[src/rtl/lfsr_multistep.sv]
`default_nettype none
// ============================================================================
// Module      : lfsr_multistep
// Description : Parametrised Fibonacci/Galois LFSR advancing up to MAX_STEP
//               steps per cycle, with lock-up detection, optional recovery,
//               saturating step counter and seed-return pulse.
// Revision    : 1.0 - initial release
// ============================================================================
module lfsr_multistep #(
    parameter int               WIDTH        = 16,
    parameter int               MAX_STEP     = 4,
    parameter logic [WIDTH-1:0] RESET_STATE  = {{(WIDTH-1){1'b0}}, 1'b1},
    parameter int               AUTO_RECOVER = 0,
    parameter int               CNT_W        = 32,
    localparam int              SC_W         = $clog2(MAX_STEP + 1)
) (
    input  logic                clk,
    input  logic                rst,
    input  logic                reinit,
    input  logic                advance,
    input  logic [SC_W-1:0]     step_count,
    input  logic                galois,
    input  logic [WIDTH-1:0]    initial_state,
    input  logic [WIDTH-1:0]    taps,
    output logic [WIDTH-1:0]    out_state,
    output logic [MAX_STEP-1:0] out_bits,
    output logic                out_valid,
    output logic                lockup,
    output logic                seed_hit,
    output logic [CNT_W-1:0]    step_cnt
);

    localparam logic [SC_W-1:0]  c_MAX_N    = SC_W'(MAX_STEP);
    localparam logic [WIDTH-1:0] c_RECOVER  = {{(WIDTH-1){1'b0}}, 1'b1};

    logic [WIDTH-1:0]    r_state;
    logic [WIDTH-1:0]    r_seed;
    logic [MAX_STEP-1:0] r_bits;
    logic                r_valid;
    logic                r_hit;
    logic [CNT_W-1:0]    r_cnt;

    logic [SC_W-1:0]     w_n;
    logic [WIDTH-1:0]    w_chain [0:MAX_STEP];
    logic [WIDTH-1:0]    w_next;
    logic [MAX_STEP-1:0] w_bits;
    logic [CNT_W:0]      w_sum;
    logic [CNT_W-1:0]    w_cnt_next;
    logic                w_recover;

    assign w_n        = (step_count > c_MAX_N) ? c_MAX_N : step_count;
    assign w_chain[0] = r_state;

    // Chain of MAX_STEP single-step stages; stage k+1 is the state after k+1 steps.
    generate
        for (genvar k = 0; k < MAX_STEP; k++) begin : g_step
            localparam logic [SC_W-1:0] c_K = SC_W'(k);
            assign w_chain[k+1] = galois
                ? ({w_chain[k][WIDTH-2:0], 1'b0} ^ (w_chain[k][WIDTH-1] ? taps : '0))
                : {w_chain[k][WIDTH-2:0], ^(w_chain[k] & taps)};
            assign w_bits[k] = (w_n > c_K) & w_chain[k+1][0];
        end
    endgenerate

    always_comb begin
        w_next = w_chain[0];
        for (int i = 1; i <= MAX_STEP; i++) begin
            if (w_n == SC_W'(i)) begin
                w_next = w_chain[i];
            end
        end
    end

    // One extra bit catches the carry so the counter can saturate instead of wrap.
    assign w_sum      = {1'b0, r_cnt} + (CNT_W + 1)'(w_n);
    assign w_cnt_next = w_sum[CNT_W] ? '1 : w_sum[CNT_W-1:0];
    assign w_recover  = (AUTO_RECOVER != 0) && (r_state == '0);

    always_ff @(posedge clk or posedge rst) begin
        if (rst) begin
            r_state <= RESET_STATE;
            r_seed  <= RESET_STATE;
            r_bits  <= '0;
            r_valid <= 1'b0;
            r_hit   <= 1'b0;
            r_cnt   <= '0;
        end else begin
            r_valid <= 1'b0;
            r_hit   <= 1'b0;
            if (reinit) begin
                r_state <= initial_state;
                r_seed  <= initial_state;
                r_cnt   <= '0;
            end else if (advance) begin
                r_valid <= 1'b1;
                if (w_recover) begin
                    r_state <= c_RECOVER;
                    r_bits  <= '0;
                    r_cnt   <= '0;
                end else begin
                    r_state <= w_next;
                    r_bits  <= w_bits;
                    r_cnt   <= w_cnt_next;
                    r_hit   <= (w_n != '0) && (w_next == r_seed);
                end
            end
        end
    end

    assign out_state = r_state;
    assign out_bits  = r_bits;
    assign out_valid = r_valid;
    assign lockup    = (r_state == '0);
    assign seed_hit  = r_hit;
    assign step_cnt  = r_cnt;

endmodule
`default_nettype wire

[config.mk]
export PLATFORM = sky130hd
export DESIGN_NAME = lfsr_multistep
export DESIGN_NICKNAME = d
export VERILOG_FILES = /design/src/rtl/lfsr_multistep.sv
export SDC_FILE = /design/constraint.sdc
export NUM_CORES = 1
export LEC_CHECK = 0
export ABC_CLOCK_PERIOD_IN_PS = 5400
export BUFFER_PORTS_ARGS = -buffer_cell sky130_fd_sc_hd__buf_2
export CORE_MARGIN = 2
export CORE_UTILIZATION = 60
export DETAILED_ROUTE_END_ITERATION = 10
export PLACE_DENSITY = 0.82
export SLEW_MARGIN = 20
export SYNTH_ARGS = -nofsm -noshare
export SYNTH_HDL_FRONTEND = slang
export SYNTH_SLANG_ARGS = --single-unit
[constraint.sdc]
create_clock -name clk -period 5.4 [get_ports clk]
set_clock_uncertainty 0.05 [all_clocks]
set_input_delay 0.54 -clock clk [delete_from_list [all_inputs] [get_ports clk]]
set_output_delay 0.54 -clock clk [all_outputs]
set_load 0.005 [all_outputs]
# Word-level counts from Yosys, hierarchy flattened
# Cells that the tools add are included.
# word_totals
input_bits	40
register_bits	70
word_cells	61
out_inout_bits	55
# op_classes
n_addsub	1
reduce_logical	9
bitwise_logic	13
n_mux	22
magnitude_cmp	5
n_eq_ne	5
# ops
cell	n
16-bit two-way mux	14
32-bit two-way mux	3
16-bit AND	4
16-bit XOR reduction	4
16-bit bitwise XOR	4
32-bit by 3-bit adder with 33-bit output	1
16-bit equality test	1
16-bit zero test	1
3-bit by 2-bit equality test with 1-bit output (second input constant)	2
3-bit by 1-bit > comparator with 1-bit output (second input constant)	2
3-bit by 2-bit > comparator with 1-bit output (second input constant)	2
1-bit AND	4
1-bit two-way mux	4
3-bit by 1-bit equality test with 1-bit output (second input constant)	1
3-bit equality test (second input constant)	1
3-bit > comparator (second input constant)	1
3-bit two-way mux	1
3-bit nonzero test	1
2-bit AND reduction	1
2-bit nonzero test	1
1-bit logical AND	1
1-bit inverter	1

# Logic depth before layout (Yosys ltp)
# depth
ltp_word	17
depth_mapped	17
depth_no_buf	15

# Least setup slack after synthesis
# No wires, ideal clock.
# synth_timing
path_type	input to register
startpoint	input port taps[15]
endpoint	register r_hit (netlist: seed_hit)
cell_stages	15
t_required_ns	5.254
path_slack_ns	1.453
path_buffers	1
setup_time_ns	0.096
t_arrival_ns	3.801
cell_sequence	buf_4 a21boi_1 o21ai_1 or4_1 o2111a_2 nand2_1 xor2_1 xnor2_1 xnor2_1 xnor3_1 xnor3_1 xor2_1 a221oi_2 xnor2_1 nor4_2
# synth_between
elab_chain_len	17
word_cells_on_any_way	28
classes_between	eq/ne (1); mux (14); bitwise (8); reduce/logical (5)
# synth_lines
element	line	rtl
start: declaration	24	input logic [WIDTH-1:0] taps,
16-bit AND / 16-bit two-way mux (equally long branches)	60, 59	
16-bit XOR reduction / 16-bit bitwise XOR (equally long branches)	60, 59	
16-bit two-way mux	59	? ({w_chain[k][WIDTH-2:0], 1'b0} ^ (w_chain[k][WIDTH-1] ? taps : '0))
16-bit AND / 16-bit two-way mux (equally long branches)	60, 59	
16-bit XOR reduction / 16-bit bitwise XOR (equally long branches)	60, 59	
16-bit two-way mux	59	
16-bit AND / 16-bit two-way mux (equally long branches)	60, 59	
16-bit XOR reduction / 16-bit bitwise XOR (equally long branches)	60, 59	
16-bit two-way mux	59	
16-bit AND / 16-bit two-way mux (equally long branches)	60, 59	
16-bit XOR reduction / 16-bit bitwise XOR (equally long branches)	60, 59	
16-bit two-way mux	59	
16-bit two-way mux *	68	if (w_n == SC_W'(i)) begin
16-bit equality test *	104	r_hit <= (w_n != '0) && (w_next == r_seed);
1-bit logical AND *	104	
1-bit two-way mux *	94	end else if (advance) begin
1-bit two-way mux *	90	if (reinit) begin
end signal: assignment	104	
end: declaration	40	logic r_hit;
# Mark *: on every way between the ends. The rest lies on a longest branch, timed or not.
# A chain may end at the register's enable or synchronous reset.

# Worst setup path in the final report
# layout_timing
startpoint	register r_state[15] (netlist: out_state[15])
endpoint	register r_hit (netlist: seed_hit)
# layout_between
elab_chain_len	17
word_cells_on_any_way	28
classes_between	eq/ne (1); mux (14); bitwise (8); reduce/logical (5)
# layout_lines
element	line	rtl
start: declaration	36	logic [WIDTH-1:0] r_state;
start signal: assignment	91	r_state <= initial_state;
start signal: assignment	97	r_state <= c_RECOVER;
start signal: assignment	101	r_state <= w_next;
16-bit AND / 16-bit two-way mux (equally long branches)	60, 59	
16-bit XOR reduction / 16-bit bitwise XOR (equally long branches)	60, 59	
16-bit two-way mux	59	
16-bit AND / 16-bit two-way mux (equally long branches)	60, 59	
16-bit XOR reduction / 16-bit bitwise XOR (equally long branches)	60, 59	
16-bit two-way mux	59	
16-bit AND / 16-bit two-way mux (equally long branches)	60, 59	
16-bit XOR reduction / 16-bit bitwise XOR (equally long branches)	60, 59	
16-bit two-way mux	59	
16-bit AND / 16-bit two-way mux (equally long branches)	60, 59	
16-bit XOR reduction / 16-bit bitwise XOR (equally long branches)	60, 59	
16-bit two-way mux	59	
16-bit two-way mux *	68	
16-bit equality test *	104	
1-bit logical AND *	104	
1-bit two-way mux *	94	
1-bit two-way mux *	90	
# Marks and branches as above.

==> results.json <==
{
  "worstSetupStartpointType": "flop",
  "synth_most_common_cell": "nand2_1",
  "cts_buffers": 9,
  "dominantRegCellSynth": "dfrtp_1",
  "netlist_area_um2": 7450,
  "period_share_pct": 85.7,
  "outcome": "finished, final reports clean",
  "totalWireLength_um": 24000,
  "wire_per_inst_um": 19.8,
  "nets": 1082,
  "wl_met1_um": 9670,
  "synthTopCellsByCount": "nand2_1 (160), xnor2_1 (95), o21ai_0 (77), dfrtp_1 (68), nor2_1 (65)",
  "maxSlewViolCount": 0,
  "clk_latency_ns": 0.33,
  "ios": 95,
  "die_area_um2": 13300,
  "met3WireLength_um": 2570,
  "diodes": 0,
  "dpl_cell_area_um2": 7930,
  "drc": 0,
  "yosysTopAreaCell": "dfrtp_1",
  "grt_overflow": 0,
  "dr_wl_met2_um": 10700,
  "synthTopCellsByArea": "dfrtp_1 (23%), xnor2_1 (11%), nand2_1 (8.1%)",
  "postSynthCellCount": 991,
  "setup_violations": 0,
  "criticalPathCategory": "flop to flop",
  "drt_iter0_drc": 858,
  "leakagePower_nw": 3.66,
  "ctsHoldBuffers": 0,
  "critPathCaptureType": "flop",
  "routed_via_density": 6.29,
  "synthToLayoutAreaGrowth_pct": 10.5,
  "worstSetupEndpoint": "seed_hit",
  "std_cell_rows": 40,
  "setup_ws_ns": 0.773,
  "async_reset_ff_share_pct": 100,
  "r2r_cells": 16,
  "post_cts_buffers": 0,
  "rsz0062_at_grt": "no",
  "die_y_um": 115,
  "fin_area_um2": 8240,
  "clock_sinks": 70,
  "nFillCells": 1048,
  "hpwl_um": 16700,
  "hold_viol": 0,
  "grt_pass1_vias": 7032,
  "cp.arrival_ns": 4.81,
  "finalCriticalPeriod_ns": 4.63,
  "cp_max_fo": 13,
  "synth_cell_type_count": 77,
  "cts_tree": "done",
  "clockRootBuffer": "clkbuf_16",
  "ys_ff_latch": 70,
  "core_um2": 12100,
  "routed.top_layer": "met4",
  "first_pass_iters": 6,
  "portBuffers": 94,
  "grt_first_pass_wirelength_um": 38200,
  "p_per_area_nw_per_um2": 359,
  "holdWs_ns": 0.383,
  "vdd_drop_max_v": 0.000185,
  "chipWidth_um": 115,
  "synth-edff-count": 0,
  "cts.repair.resized": 0,
  "initial_core_util_pct": 61.8,
  "multi_input_area_um2": 5220,
  "r2r-end": "seed_hit",
  "final-seq-area_um2": 1750,
  "synth.avg_cell_area_um2": 7.52,
  "route.vias.total": 7621,
  "grt_max_degree": 82,
  "whs_path_depth": 3,
  "critPathRequiredTime_ns": 5.58,
  "r2r_slack_ns": 0.77,
  "synth_top_area_share_pct": 22.8,
  "place.gp.congestion": 1.01,
  "crit_start": "out_state[15]",
  "clk_pin_slew_ns": 0.06,
  "maxCapViolations": 0,
  "relSlewSlack_pct": 41.2,
  "syn-num-nets": 1035,
  "synth_seq_area_share_pct": 23.5,
  "htree_num_levels": 3,
  "final_layout_size_suffix_gt1_share_pct": 15.1,
  "clk_path_buf_depth": 2,
  "r2r_start": "out_state[15]",
  "grt_usage_pct": 37.0,
  "fmax_mhz": 216,
  "ys_warn_count": 0,
  "antenna_found_initial": 0,
  "hp-class": "input pin to flop",
  "antenna_left": 0,
  "power_mw": 2.96,
  "worst-slew-pin-transition_ns": 0.882,
  "pre_cts_ws_ns": 0.869,
  "totalNegativeSetupSlack_ns": 0
}
==> flip-flops by register name (all words and copies together) (netlist names) <==
signal / cells
r_seed: 16
out_bits: 4
out_valid: 1
step_cnt: 32
seed_hit: 1
out_state: 16
==> where the power goes <==
group          internal, mW  switching, mW
registers             0.571          0.104
clock network         0.382          0.223
logic                 0.739          0.938
total                  1.69           1.27
==> logic make-up (layout without fill, tap and decap cells) <==
family / after synthesis / count (layout) / share of synthesized area, %
compound gates: 248 / 248 / 21.1
mux: 24 / 24 / 3.43
simple gates: 365 / 365 / 22.9
flops: 70 / 70 / 23.5
fa+ha+maj: 4 / 4 / 0.772
xor+xnor: 167 / 167 / 21.9
buf+inv: 113 / 165 / 6.40
==> worst max-delay path, cell delays in order (launching register included) <==
cell and delay, ns:
dfrtp_1 0.67, buf_4 0.30, and3b_1 0.26, o21a_1 0.37, buf_4 0.25, nand2_1 0.08
xor2_1 0.38, nand2_1 0.09, o21ai_0 0.11, xnor2_1 0.09, mux2i_1 0.22, xnor3_1 0.37
xnor3_1 0.36, xor2_1 0.17, a221oi_2 0.36, xnor2_1 0.12, nor4_2 0.26
==> placed cells by master, fill, tap and decap left out, types with 6 or more instances in the layout <==
| master | instances |
|---|---|
| xnor3_1 | 6 |
| nand2_1 | 160 |
| buf_4 | 19 |
| nor2_1 | 65 |
| a311oi_1 | 11 |
| o22ai_1 | 7 |
| a31oi_1 | 7 |
| nand2b_1 | 6 |
| and2_1 | 11 |
| nand3_1 | 32 |
| nor3_1 | 17 |
| xnor2_1 | 95 |
| nand4_1 | 7 |
| a21o_1 | 6 |
| clkbuf_16 | 9 |
| o21ai_0 | 77 |
| nor2b_1 | 13 |
| o211ai_1 | 6 |
| a21oi_1 | 61 |
| o31ai_1 | 6 |
| a211oi_1 | 24 |
| buf_2 | 94 |
| dfrtp_1 | 68 |
| xor2_1 | 57 |
| inv_1 | 32 |
| and3_1 | 19 |
| mux2i_1 | 21 |
==> per-stage QoR <==
step | cells | util [%]
2_1_floorplan | 991 | -
3_3_place_gp | 1195 | 65.8
3_5_place_dp | 1195 | 65.8
4_1_cts | 1211 | 68.3
5_1_grt | 1211 | 68.3
6_report | 1211 | 68.3
==> routing by layer <==
| metal | vias to the layer above | global-route usage (%) |
|---|---|---|
| met5 | - | 0 |
| met4 | 0 | 17.6 |
| met3 | 90 | 7.69 |
| met2 | 467 | 56.4 |
| met1 | 3545 | 50.5 |
| li1 | 3519 | - |
==> area by class of cell <==
type	instances	area share (%)
clock inverters	3	0.516
well taps	168	2.55
clock buffers	13	3.16
repair buffers	113	7.44
inverters	36	1.64
multi-input cells	808	63.4
flip-flops and latches	70	21.3
==> worst min-delay path by stage <==
| stage | startpoint | slack (ns) | end |
|---|---|---|---|
| after floorplan | r_seed[0] | 0.41 | r_seed[0] |
| after global placement | out_bits[0] | 0.42 | out_bits[0] |
| after detailed placement | out_bits[0] | 0.43 | out_bits[0] |
| after CTS | initial_state[1] | 0.38 | out_state[1] |
| after global routing | initial_state[11] | 0.39 | out_state[11] |
| final | initial_state[7] | 0.38 | out_state[7] |
Note: power is estimated with default switching activity, not from simulation.
